`src/rtl/mod_divn.sv`:
```
// Iterative restoring divider, unsigned or two's-complement, one quotient bit per clock.
// Latency: WIDTH cycles from the accepted START edge to READY; divide-by-zero is ready at the START edge.
// Backpressure: none; START is ignored while BUSY, and the result holds in DONE until the next START.
//
// Ports:
//   CLK, RESET_N     clock, asynchronous active-low reset
//   START, SIGNED    begin a division of X by Y; SIGNED selects two's-complement mode
//   X, Y             dividend, divisor (WIDTH bits)
//   Q, R             registered quotient and remainder
//   BUSY, READY      iterating / result valid
//   DIV0, OVF        result was a divide-by-zero / signed overflow (most-negative / -1)
module mod_divn #(
   parameter int WIDTH = 16,
   parameter int CNT_W = 5
) (
   input  logic             CLK,
   input  logic             RESET_N,
   input  logic             START,
   input  logic             SIGNED,
   input  logic [WIDTH-1:0] X,
   input  logic [WIDTH-1:0] Y,
   output logic [WIDTH-1:0] Q,
   output logic [WIDTH-1:0] R,
   output logic             BUSY,
   output logic             READY,
   output logic             DIV0,
   output logic             OVF
);

   typedef enum logic [1:0] {
      ST_IDLE = 2'd0,
      ST_BUSY = 2'd1,
      ST_DONE = 2'd2
   } state_t;

   localparam logic [WIDTH-1:0] MOST_NEG = {1'b1, {(WIDTH-1){1'b0}}};

   state_t           state;
   logic [CNT_W-1:0] cnt;
   logic [WIDTH:0]   prem;      // partial remainder, one extra bit for the borrow
   logic [WIDTH-1:0] quo;       // dividend bits shift out at the top, quotient bits shift in below
   logic [WIDTH-1:0] dvsr;      // divisor magnitude
   logic             neg_q;     // operand signs differ in signed mode
   logic             neg_r;     // remainder follows the sign of the dividend
   logic             ovf_l;

   logic [WIDTH-1:0] x_mag;
   logic [WIDTH-1:0] y_mag;
   logic [WIDTH:0]   shifted;
   logic [WIDTH:0]   diff;
   logic             qbit;
   logic [WIDTH:0]   prem_nx;
   logic [WIDTH-1:0] quo_nx;
   logic [WIDTH-1:0] q_fix;
   logic [WIDTH-1:0] r_fix;
   logic             ovf_in;

   always_comb begin
      x_mag   = (SIGNED && X[WIDTH-1]) ? (~X + 1'b1) : X;
      y_mag   = (SIGNED && Y[WIDTH-1]) ? (~Y + 1'b1) : Y;
      ovf_in  = SIGNED && (X == MOST_NEG) && (Y == {WIDTH{1'b1}});

      // One restoring step: bring down the next dividend bit, try the subtract,
      // keep it only if it did not borrow.
      shifted = {prem[WIDTH-1:0], quo[WIDTH-1]};
      diff    = shifted - {1'b0, dvsr};
      qbit    = ~diff[WIDTH];
      prem_nx = qbit ? diff : shifted;
      quo_nx  = {quo[WIDTH-2:0], qbit};

      // Sign fixup is folded into the final step so it costs no extra cycle.
      q_fix   = neg_q ? (~quo_nx + 1'b1) : quo_nx;
      r_fix   = neg_r ? (~prem_nx[WIDTH-1:0] + 1'b1) : prem_nx[WIDTH-1:0];
   end

   always_ff @(posedge CLK or negedge RESET_N) begin
      if (!RESET_N) begin
         state <= ST_IDLE;
         cnt   <= '0;
         prem  <= '0;
         quo   <= '0;
         dvsr  <= '0;
         neg_q <= 1'b0;
         neg_r <= 1'b0;
         ovf_l <= 1'b0;
         Q     <= '0;
         R     <= '0;
         BUSY  <= 1'b0;
         READY <= 1'b0;
         DIV0  <= 1'b0;
         OVF   <= 1'b0;
      end else begin
         case (state)
            ST_IDLE, ST_DONE: begin
               if (START) begin
                  DIV0  <= 1'b0;
                  OVF   <= 1'b0;
                  neg_q <= SIGNED & (X[WIDTH-1] ^ Y[WIDTH-1]);
                  neg_r <= SIGNED & X[WIDTH-1];
                  ovf_l <= ovf_in;
                  if (Y == '0) begin
                     state <= ST_DONE;
                     BUSY  <= 1'b0;
                     READY <= 1'b1;
                     DIV0  <= 1'b1;
                     Q     <= '1;
                     R     <= X;
                  end else begin
                     state <= ST_BUSY;
                     BUSY  <= 1'b1;
                     READY <= 1'b0;
                     cnt   <= CNT_W'(WIDTH);
                     prem  <= '0;
                     quo   <= x_mag;
                     dvsr  <= y_mag;
                  end
               end
            end
            ST_BUSY: begin
               prem <= prem_nx;
               quo  <= quo_nx;
               cnt  <= cnt - 1'b1;
               if (cnt == CNT_W'(1)) begin
                  state <= ST_DONE;
                  BUSY  <= 1'b0;
                  READY <= 1'b1;
                  Q     <= q_fix;
                  R     <= r_fix;
                  OVF   <= ovf_l;
               end
            end
            default: begin
               state <= ST_IDLE;
               BUSY  <= 1'b0;
               READY <= 1'b0;
            end
         endcase
      end
   end

endmodule

```
`config.mk`:
```
export PLATFORM = sky130hd
export DESIGN_NAME = mod_divn
export DESIGN_NICKNAME = d
export VERILOG_FILES = /design/src/rtl/mod_divn.sv
export SDC_FILE = /design/constraint.sdc
export NUM_CORES = 1
export LEC_CHECK = 0
export BUFFER_PORTS_ARGS = -buffer_cell sky130_fd_sc_hd__buf_2
export CAP_MARGIN = 10
export CORE_AREA = 2 2 132 96
export CTS_CLUSTER_DIAMETER = 120
export DETAILED_ROUTE_END_ITERATION = 8
export DIE_AREA = 0 0 134 98
export GPL_TIMING_DRIVEN = 0
export MAX_ROUTING_LAYER = met4
export PLACE_DENSITY = 0.74
export REMOVE_ABC_BUFFERS = 1
export SYNTH_ARGS = -nofsm -noshare
export SYNTH_HDL_FRONTEND = slang
export SYNTH_SLANG_ARGS = --single-unit
```
`constraint.sdc`:
```
create_clock -name CLK -period 5 [get_ports CLK]
set_clock_uncertainty 0.05 [all_clocks]
set_input_delay 1 -clock CLK [delete_from_list [all_inputs] [get_ports CLK]]
set_output_delay 1 -clock CLK [all_outputs]
set_load 0.02 [all_outputs]
```
### Word level (Yosys, flattened, before mapping)

Index checks and enable logic that the tools add are counted.

| cells by class | value |
|---|---|
| reductions and logical operators | 14 |
| $add $sub $neg | 6 |
| bitwise logic cells | 9 |
| mux-type cells | 37 |
| eq/ne operators | 9 |

Operator list:

| kind | number |
|---|---|
| 16-bit 2-to-1 mux | 15 |
| 16-bit one-hot mux with 2 select lines | 4 |
| 16-bit by 1-bit adder with 16-bit output, second input constant | 4 |
| 16-bit inverter | 4 |
| 16-bit equality test, second input constant | 2 |
| 17-bit by 16-bit subtractor with 17-bit output | 1 |
| 16-bit zero test | 1 |
| 5-bit 2-to-1 mux | 2 |
| 5-bit one-hot mux with 2 select lines | 1 |
| 3-bit AND reduction | 3 |
| 1-bit 2-to-1 mux | 8 |
| 2-bit != test, second input constant | 4 |
| 2-bit 2-to-1 mux | 3 |
| 1-bit one-hot mux with 2 select lines | 3 |
| 5-bit by 1-bit equality test with 1-bit output, second input constant | 1 |
| 5-bit by 1-bit subtractor with 5-bit output, second input constant | 1 |
| 1-bit logical AND | 4 |
| 2-bit one-hot mux with 2 select lines | 1 |
| 2-bit AND reduction | 2 |
| 4-bit AND reduction | 1 |
| 1-bit bitwise AND | 2 |
| 2-bit by 1-bit equality test with 1-bit output, second input constant | 1 |
| 2-bit equality test, second input constant | 1 |
| 2-bit zero test | 1 |
| 4 further kinds | 5 |

| storage, ports and cells | value |
|---|---|
| flip-flop bits (word level) | 94 |
| input port bits | 36 |
| word-level logic and storage cells | 89 |
| output and inout bits | 36 |

### Longest topological paths before layout

Gate-level depths: netlist of the first run.

| logic depth | value |
|---|---|
| depth in word-level cells | 7 |
| depth in mapped cells | 18 |
| depth with buffers taken out | 16 |

### Least setup slack after synthesis of the first run

No wires, ideal clock.

| timing | value |
|---|---|
| kind | register to register |
| start point | register quo[15] |
| end point | register R[12] |
| period minus slack after synthesis | 3.983 ns |
| data required time | 4.813 ns |
| path buffers | 1 |
| slack | 1.017 ns |
| cell stages (with the launch flop) | 18 |
| setup time | 0.137 ns |
| data arrival time | 3.796 ns |
| cells stage by stage | dfrtp_1 -> inv_1 -> ha_1 -> fa_1 -> nand2b_1 -> a211oi_2 -> o21ai_2 -> a211oi_4 -> o41ai_4 -> nor2_4 -> inv_2 -> buf_2 -> a21oi_1 -> ha_1 -> o211ai_2 -> o41ai_2 -> xnor2_1 -> o22ai_1 |

| between the ends | value |
|---|---|
| cells in the longest elaborated chain, start to end | 7 |

RTL lines:

| what | RTL line | source |
|---|---|---|
| start, declared | 41 | `logic [WIDTH-1:0] quo;` |
| start signal, assigned | 114 | `quo <= x_mag;` |
| start signal, assigned | 121 | `quo <= quo_nx;` |
| 17-bit by 16-bit subtractor with 17-bit output | 66 | `diff = shifted - {1'b0, dvsr};` |
| 16-bit 2-to-1 mux (*) | 68 | `prem_nx = qbit ? diff : shifted;` |
| 16-bit inverter | 73 | `r_fix = neg_r ? (~prem_nx[WIDTH-1:0] + 1'b1) : prem_nx[WIDTH-1:0];` |
| 16-bit by 1-bit adder with 16-bit output | 73 |  |
| 16-bit 2-to-1 mux (*) | 73 |  |
| 16-bit 2-to-1 mux (*) | 123 | `if (cnt == CNT_W'(1)) begin` |
| 16-bit one-hot mux with 2 select lines (*) | 93 | `case (state)` |
| end signal, assigned | 128 | `R <= r_fix;` |
| end, declared | 23 | `output logic [WIDTH-1:0] R,` |

Mark *: on every way between the ends. The rest lies on a longest branch, timed or not. The select of a mux whose other input is x is not followed.
A chain may end at the register's enable or synchronous reset.

### Final worst setup path of the first run

Same ends and word-level chain as after synthesis.

==> results of run 1 <==
==> layout make-up <==
type | count | area share
clock buffers | 9 | 0.0311
clock inverters | 7 | 0.0123
well taps | 162 | 0.0280
inverters | 32 | 0.0166
repair buffers | 85 | 0.0743
multi-input cells | 608 | 0.520
flip-flops and latches | 92 | 0.318
==> worst register-to-register path, stage by stage, from the launching register on <==
cell and delay, ns:
dfrtp_1 0.44, inv_1 0.07, ha_1 0.22, fa_1 0.40
nand2b_1 0.21, a211oi_2 0.31, o21ai_2 0.15, a211oi_4 0.41
o41ai_4 0.21, nor2_4 0.34, inv_2 0.24, a21oi_1 0.31
ha_1 0.29, o211ai_2 0.18, o41ai_2 0.43, xnor2_1 0.17
o22ai_1 0.11
==> registers in the layout, summed over array words and instances (netlist names) <==
signal / count
DIV0: 1
OVF: 1
Q: 16
R: 16
READY: 1
cnt: 5
dvsr: 16
neg_q: 1
neg_r: 1
ovf_l: 1
prem: 16
quo: 16
state: 1
==> report_power, final <==
group | total [mW] | internal, mW | switching [mW]
clock network | 0.730 | 0.401 | 0.329
registers | 1.40 | 1.08 | 0.321
logic | 4.10 | 1.62 | 2.48
total | 6.23 | 3.10 | 3.13
==> logic make-up (layout without fill, tap and decap cells) <==
family	Yosys count	count (layout)
mux	24	24
buf+inv	74	133
simple gates	282	282
xor+xnor	57	57
compound gates	221	221
fa+ha+maj	24	24
flops	92	92
==> what timing repair did <==
action / in CTS / in global routing
gates resized for setup: 0 / 0
cloned: 0 / 0
hold endpoints to repair: 0 / 0
pin swaps: 1 / 1
endpoints found under the setup margin: 1 / 4
buffers inserted: 0 / 8
==> path summary, 6_finish.rpt <==
path                              start  cells after the start        to
worst max-delay path            quo[15]                     16     R[12]
worst min-delay path             cnt[4]                      1    cnt[4]
worst max register to register  quo[15]                     16     R[12]
worst min register to register   cnt[4]                      1    cnt[4]
max in group asynchronous       RESET_N                      2      Q[2]
min in group asynchronous       RESET_N                      1  prem[15]
==> cells in the final DEF, fill, tap and decap left out, types with 12 or more instances in the layout <==
| cell type | n |
|---|---|
| xnor2_1 | 24 |
| a21oi_1 | 72 |
| nand3_1 | 38 |
| inv_1 | 31 |
| a31oi_1 | 13 |
| nand2_1 | 72 |
| nor2_1 | 83 |
| o21ai_0 | 73 |
| buf_2 | 70 |
| xor2_1 | 33 |
| mux2i_1 | 20 |
| nor3_1 | 23 |
| ha_1 | 23 |
| o31ai_1 | 12 |
| dfrtp_1 | 92 |
==> per-stage QoR <==
| step | cells | hold WS (ns) | util | total power [mW] |
|---|---|---|---|---|
| floorplan | 732 | 0.396 | - | 4.22 |
| global placement | 965 | 0.409 | 0.564 | 5.07 |
| detailed placement | 969 | 0.429 | 0.572 | 5.26 |
| CTS | 985 | 0.440 | 0.598 | 6.01 |
| global route | 995 | 0.478 | 0.606 | 6.70 |
| finish | 995 | 0.433 | 0.606 | 6.23 |
==> layer usage <==
metal,global-route usage,up-vias
met5,-,-
met4,0.0507,0
met3,0.0426,22
met2,0.408,260
met1,0.415,2889
li1,-,2869
==> impl_metrics.json, run 1 <==
{
  "status": "completed",
  "first_pass_iters": 5,
  "rsz0062_at_grt": "no",
  "power_density_nw_per_um2": 860,
  "core_area_sq_um": 12000,
  "top_layer": "met4",
  "dp_slack_ns": 0.0926,
  "fin_setup_tns_ns": 0,
  "num-nets-final": 888,
  "wl_met1_microns": 8270,
  "antenna_left": 0,
  "viasPerCell": 6.07,
  "synth.most_common_cell": "dfrtp_1",
  "yosys-top-cells-count": "dfrtp_1, nor2_1, o21ai_0",
  "leakage_nw": 3.11,
  "clkTransAtPathRegs_ns": 0.08,
  "cpPeakStageDelay_ns": 0.44,
  "crit_path_end_kind": "flip-flop",
  "cts.sinks": 92,
  "fin_ws_ns": 0.304,
  "cp_max_fo": 16,
  "synth_top_family_by_area": "compound AO/OA/AOI/OAI gates",
  "crit_slowest_cell": "dfrtp_1",
  "synthAdderAreaFrac": 0.0483,
  "crit_chain": "inv_1 -> ha_1 -> fa_1 -> nand2b_1 -> a211oi_2 -> o21ai_2 -> a211oi_4 -> o41ai_4 -> nor2_4 -> inv_2 -> a21oi_1 -> ha_1 -> o211ai_2 -> o41ai_2 -> xnor2_1 -> o22ai_1",
  "finalSetupViolations": 0,
  "dominantRegCellSynth": "dfrtp_1",
  "max_freq_mhz": 213,
  "syn_avg_cell_area_sq_um": 8.23,
  "clock_latency_ns": 0.35,
  "post-route-period-util": 0.939,
  "fill_cells": 1073,
  "drc": 0,
  "cap_violations": 0,
  "path_buf_inv": 2,
  "ys_ff_latch": 92,
  "synth_area_leaders": "dfrtp_1, o21ai_0, a21oi_1",
  "wl_met3_microns": 1490,
  "clockRootBuffer": "clkbuf_16",
  "num_vias": 6040,
  "yosysUniqueCellTypes": 65,
  "grt_pass1_vias": 5633,
  "synth-edff-count": 0,
  "syn_inst": 774,
  "layout-drive-gt1-share": 0.152,
  "tightest_slew_ns": 1.08,
  "synth_top_area_share": 0.362,
  "hold_violations": 0,
  "cts_tree": "done",
  "wirelength_microns": 17700,
  "ir_drop_uv": 432,
  "num_rows": 34,
  "multi_input_area_sq_um": 3770,
  "portBuffers": 71,
  "initial_utilization": 0.533,
  "cts_max_level": 3,
  "reg2reg_slack_ns": 0.30,
  "crit_type": "flip-flop to flip-flop",
  "drv_slew": 0,
  "area_growth_pct": 13.8,
  "dieArea_sq_um": 13100,
  "antenna_found_initial": 1,
  "synthXorXnorAreaFrac": 0.0784,
  "drt_iter0_drc": 530,
  "detail_route.wl_per_cell_microns": 17.8,
  "dp_hpwl_microns": 12900,
  "postLayoutCellArea_sq_um": 7240,
  "syn-cell-area_sq_um": 6370,
  "die_w_microns": 134,
  "period_needed_ns": 4.70,
  "synthSimpleGateAreaFrac": 0.208,
  "grt_max_degree": 67,
  "synth_warnings": 0,
  "antenna_cells": 0,
  "register_area_sq_um": 2300,
  "yosysTopAreaCell": "dfrtp_1",
  "cts_made_buffers": 9,
  "hold_class": "flip-flop to flip-flop",
  "critical_path.top_delay_family": "compound AO/OA/AOI/OAI gates",
  "grt.total_usage": 0.279,
  "cts-hold-fix-buffers": 0,
  "cp.required_ns": 5.15,
  "slew-limit-headroom": 0.279,
  "die_h_microns": 98,
  "grt_pass1_wl_microns": 28400,
  "grt_overflow": 0,
  "cp-start-kind": "flip-flop",
  "ys_async_sr_fraction": 1.00,
  "synth-compound-area-share": 0.216,
  "synthMuxAreaShare": 0.0391,
  "cts_buffer_depth": 2,
  "cp_data_arrival_time_ns": 4.85,
  "cp_common_cell": "ha_1",
  "globalplace.congestion": 0.916,
  "ys_seq_area_frac": 0.362,
  "wl_met2_microns": 7730,
  "placement.cell_area_sq_um": 6840,
  "io_pins": 72
}
Note: power is estimated with default switching activity, not from simulation.
==> inputs of run 2 (changes only) <==
--- a/config.mk
+++ b/config.mk
@@ -5,12 +5,13 @@
 export SDC_FILE = /design/constraint.sdc
 export NUM_CORES = 1
 export LEC_CHECK = 0
+export ABC_AREA = 1
 export BUFFER_PORTS_ARGS = -buffer_cell sky130_fd_sc_hd__buf_2
 export CAP_MARGIN = 10
-export CORE_AREA = 2 2 132 96
+export CORE_AREA = 2 2 134 97
 export CTS_CLUSTER_DIAMETER = 120
 export DETAILED_ROUTE_END_ITERATION = 8
-export DIE_AREA = 0 0 134 98
+export DIE_AREA = 0 0 136 99
 export GPL_TIMING_DRIVEN = 0
 export MAX_ROUTING_LAYER = met4
 export PLACE_DENSITY = 0.74
==> impl_metrics.json, run 2 <==
{
  "syn-cell-area_sq_um": 6560,
  "fin_setup_tns_ns": 0,
  "dp_hpwl_microns": 13700,
  "fill_cells": 1190,
  "post-route-period-util": 0.820,
  "num-nets-final": 1073,
  "ys_seq_area_frac": 0.351,
  "cts-hold-fix-buffers": 0,
  "portBuffers": 71,
  "period_needed_ns": 4.10,
  "drt_iter0_drc": 669,
  "viasPerCell": 5.44,
  "core_area_sq_um": 12200,
  "drc": 0,
  "max_freq_mhz": 244,
  "num_vias": 6424,
  "cts-resized-gates": 0,
  "drv_slew": 0,
  "cp-start-kind": "input pin",
  "hold_violations": 0,
  "die_h_microns": 99,
  "cts_buffer_depth": 2,
  "tightest_slew_ns": 1.02,
  "finalSetupViolations": 0,
  "die_w_microns": 136,
  "initial_utilization": 0.539,
  "cp_data_arrival_time_ns": 4.28,
  "cap_violations": 0,
  "grt_max_degree": 70,
  "ys_ff_latch": 92,
  "cts_tree": "done",
  "clockRootBuffer": "clkbuf_16",
  "num_rows": 34,
  "slew-limit-headroom": 0.318,
  "antenna_cells": 0,
  "register_area_sq_um": 2300,
  "globalplace.congestion": 0.917,
  "wirelength_microns": 18100,
  "ys_async_sr_fraction": 1.00,
  "cts_made_buffers": 9,
  "layout-drive-gt1-share": 0.130,
  "yosysUniqueCellTypes": 48,
  "yosys-top-cells-count": "nand2_1, inv_1, dfrtp_1",
  "grt_pass1_vias": 5911,
  "dieArea_sq_um": 13500,
  "cp_max_fo": 33,
  "synth-edff-count": 0,
  "cp.required_ns": 5.18,
  "syn_avg_cell_area_sq_um": 6.87,
  "grt_overflow": 0,
  "clkTransAtPathRegs_ns": 0.07,
  "clock_latency_ns": 0.35,
  "final_cell_mix": "nand2_1, inv_1, dfrtp_1",
  "synth.most_common_cell": "nand2_1",
  "postLayoutCellArea_sq_um": 7360,
  "area_growth_pct": 12.2,
  "grt_pass1_wl_microns": 30000,
  "cts_setup_buffers": 0,
  "rsz0062_at_grt": "no",
  "multi_input_area_sq_um": 3640,
  "yosysTopAreaCell": "dfrtp_1",
  "grt.total_usage": 0.290,
  "crit_path_end_kind": "flip-flop",
  "final_common_cell": "nand2_1",
  "status": "completed",
  "antenna_found_initial": 0,
  "detail_route.wl_per_cell_microns": 15.3,
  "synth_top_area_share": 0.351,
  "placement.cell_area_sq_um": 7070,
  "cts.sinks": 92,
  "dominantRegCellSynth": "dfrtp_1",
  "crit_type": "input pin to flip-flop",
  "hold_class": "flip-flop to flip-flop",
  "syn_inst": 956,
  "first_pass_iters": 5,
  "cts_max_level": 3,
  "io_pins": 72,
  "antenna_left": 0,
  "synth_warnings": 0,
  "synth_area_leaders": "dfrtp_1, nand2_1, inv_1"
}
[run 2: cell types whose count changed after synthesis, sizes merged, moves of 8 or more]
cell and delta:
a21oi -36, clkbuf -14, inv +97, mux2i -20, nand2 +212, nand2b -9
nand3 +33, nor3 -9, o31ai -10, or3 -8, xnor2 -18, xor2 -15
[run 2: kinds of logic (layout without fill, tap and decap cells)]
group	after synthesis	in the layout	synth area share
buf+inv	158	220	0.0951
compound gates	165	165	0.145
fa+ha+maj	24	24	0.0469
flops	92	92	0.351
simple gates	493	493	0.331
xor+xnor	24	24	0.0320
[run 2: stage by stage]
step	std cells	util	hold WS (ns)	setup slack (ns)
detailed placement	1164	0.581	0.413	0.566
CTS	1180	0.605	0.431	0.907
global placement	1161	0.574	0.409	-1.38
floorplan	928	-	0.403	0.737
global route	1180	0.605	0.450	0.453
finish	1180	0.605	0.430	0.898
[run 2: area by class of cell]
type	count	share of cell area
Tap cell	162	0.0275
Clock inverter	7	0.00952
Clock buffer	9	0.0306
Inverter	130	0.0663
Multi-Input combinational cell	706	0.495
Timing Repair Buffer	74	0.0588
Sequential cell	92	0.313
[run 2: metal layers]
metal	vias to the layer above	wire length, microns	track usage	share of wire
met2	264	7250	0.397	0.40
li1	3220	-	-	-
met5	-	0	-	0
met3	18	1470	0.0478	0.081
met1	2922	9120	0.448	0.50
met4	0	214	0.0609	0.012
[run 2: path summary, 6_finish.rpt]
kind | end | slack, ns | depth (start not counted) | startpoint
min | R[12] | 0.43 | 2 | R[12]
max reg2reg | R[13] | 0.92 | 11 | state[0]
min in group asynchronous | R[11] | 0.49 | 1 | RESET_N
min reg2reg | R[12] | 0.43 | 2 | R[12]
max in group asynchronous | prem[3] | 3.74 | 2 | RESET_N
max | R[13] | 0.90 | 12 | Y[0]
[run 2: worst max-delay path, cell delays in order]
cell and delay, ns:
buf_2 0.11, inv_1 0.12, ha_1 0.19, nand2_1 0.08, nor3_1 0.31, nand3_1 0.19
o41ai_2 0.32, nand2_1 0.68, inv_2 0.77, o21ai_0 0.24, a21oi_1 0.18, a21oi_1 0.08
Power of run 2 is left out: the tool's default activity adds up to more than one toggle a clock period on the data nets, which glitch-free logic cannot reach.
==> inputs of run 3 (changes only) <==
--- a/config.mk
+++ b/config.mk
@@ -5,13 +5,13 @@
 export SDC_FILE = /design/constraint.sdc
 export NUM_CORES = 1
 export LEC_CHECK = 0
-export ABC_AREA = 1
+export ABC_AREA = 0
 export BUFFER_PORTS_ARGS = -buffer_cell sky130_fd_sc_hd__buf_2
 export CAP_MARGIN = 10
-export CORE_AREA = 2 2 134 97
+export CORE_AREA = 2 2 132 96
 export CTS_CLUSTER_DIAMETER = 120
 export DETAILED_ROUTE_END_ITERATION = 8
-export DIE_AREA = 0 0 136 99
+export DIE_AREA = 0 0 134 98
 export GPL_TIMING_DRIVEN = 0
 export MAX_ROUTING_LAYER = met4
 export PLACE_DENSITY = 0.74
==> constraint.sdc (replaced) <==
create_clock -name CLK -period 4.1 [get_ports CLK]
set_clock_uncertainty 0.05 [all_clocks]
set_input_delay 0.82 -clock CLK [delete_from_list [all_inputs] [get_ports CLK]]
set_output_delay 0.82 -clock CLK [all_outputs]
set_load 0.02 [all_outputs]
==> impl_metrics.json, run 3 (synthesized netlist as in run 1, its figures left out) <==
{
  "status": "completed",
  "final_cell_mix": "dfrtp_1, nor2_1, o21ai_0",
  "slew-limit-headroom": 0.271,
  "layout-drive-gt1-share": 0.156,
  "antenna_found_initial": 0,
  "max_freq_mhz": 250,
  "grt.total_usage": 0.282,
  "cp_max_fo": 16,
  "core_area_sq_um": 12000,
  "cts_buffer_depth": 2,
  "wirelength_microns": 17900,
  "clockRootBuffer": "clkbuf_16",
  "period_needed_ns": 4.00,
  "dp_hpwl_microns": 12900,
  "globalplace.congestion": 0.916,
  "num_rows": 34,
  "clock_latency_ns": 0.35,
  "cts.sinks": 92,
  "tightest_slew_ns": 1.09,
  "die_w_microns": 134,
  "fin_ws_ns": 0.104,
  "io_pins": 72,
  "grt_max_degree": 67,
  "dieArea_sq_um": 13100,
  "finalSetupViolations": 0,
  "cp_data_arrival_time_ns": 4.15,
  "detail_route.wl_per_cell_microns": 18.0,
  "cp_common_cell": "a211oi_4",
  "clkTransAtPathRegs_ns": 0.07,
  "grt_overflow": 0,
  "cap_violations": 0,
  "post-route-period-util": 0.975,
  "crit_chain": "inv_1 -> ha_1 -> fa_1 -> nand2b_4 -> a211oi_4 -> o21ai_2 -> a211oi_4 -> o41ai_4 -> nor2_4 -> inv_6 -> a21oi_4 -> ha_4 -> o211ai_4 -> o41ai_2 -> xnor2_1 -> o22ai_1",
  "hold_violations": 0,
  "area_growth_pct": 14.6,
  "drt_iter0_drc": 566,
  "drc": 0,
  "cts_max_level": 3,
  "postLayoutCellArea_sq_um": 7300,
  "viasPerCell": 6.11,
  "initial_utilization": 0.533,
  "fin_util": 0.611,
  "portBuffers": 71,
  "cts_made_buffers": 9,
  "grt_pass1_wl_microns": 28600,
  "cts_tree": "done",
  "crit_path_end_kind": "flip-flop",
  "die_h_microns": 98,
  "dp_slack_ns": -0.807,
  "crit_slowest_cell": "fa_1",
  "crit_path_start": "quo[15]",
  "r2r_cells": 16,
  "hold_class": "input pin to asynchronous set/reset pin",
  "placement.cell_area_sq_um": 6840,
  "r2r-start": "quo[15]",
  "antenna_left": 0,
  "num-nets-final": 886,
  "fin_setup_tns_ns": 0,
  "final_common_cell": "dfrtp_1",
  "grt_pass1_vias": 5657,
  "cp.required_ns": 4.25,
  "first_pass_iters": 5,
  "crit_type": "flip-flop to flip-flop",
  "drv_slew": 0,
  "cp-start-kind": "flip-flop",
  "antenna_cells": 0,
  "cts-hold-fix-buffers": 0,
  "cpPeakStageDelay_ns": 0.41,
  "num_vias": 6070
}
## run 3: changes by cell type in the layout (fill, tap and decap cells not counted), moves of 8 or more
cell / change
nand2_1: -198
inv_1: -93
a21oi_1: +35
nand3_1: -29
mux2i_1: +20
xnor2_1: +18
xor2_1: +15
nand2_2: -10
nor3_1: +10
o31ai_1: +10
or3_1: +8
## run 3: repair_timing
item                                    4_1_cts  5_1_grt
gates cloned                                  0        0
buffers inserted                              5        1
endpoints found under the setup margin       31       12
pin swaps                                     5        5
resized for setup                             3       10
## run 3: final timing paths
check,to,slack [ns]
hold / removal,prem[15],0.34
hold reg to reg,cnt[4],0.43
setup reg to reg,R[12],0.10
max in group asynchronous,prem[2],3.00
setup / recovery,R[12],0.10
min in group CLK,cnt[4],0.43
## run 3: critical path, delay by kind of cell (launching register included)
| family | cells | cell delay (ns) |
|---|---|---|
| xor gates and xnor gates | 1 | 0.17 |
| adders and majority gates | 3 | 0.83 |
| DFF | 1 | 0.40 |
| AOI/OAI and AO/OA | 8 | 1.75 |
| buffers and inverters | 2 | 0.19 |
| and+or+nand+nor | 2 | 0.43 |
## run 3: cell type report
cell class / count / area [sq um]
repair buffers: 83 / 527
flip-flops and latches: 92 / 2300
inverters: 32 / 125
clock buffers: 9 / 225
clock inverters: 7 / 88.8
multi-input cells: 608 / 3830
fillers: 1063 / 4660
well taps: 162 / 203
## run 3: through the flow
step / hold WS [ns] / std cells
floorplan: 0.396 / 732
global placement: 0.409 / 965
detailed placement: 0.429 / 969
CTS: 0.352 / 990
global route: 0.369 / 993
finish: 0.339 / 993
## run 3: metal layers
layer	up-vias	wire length [microns]	global-route usage
li1	2856	-	-
met1	2938	8540	0.414
met2	251	7850	0.413
met3	25	1300	0.0488
met4	0	219	0.0516
met5	-	0	-
Power of run 3 is left out for the same reason.
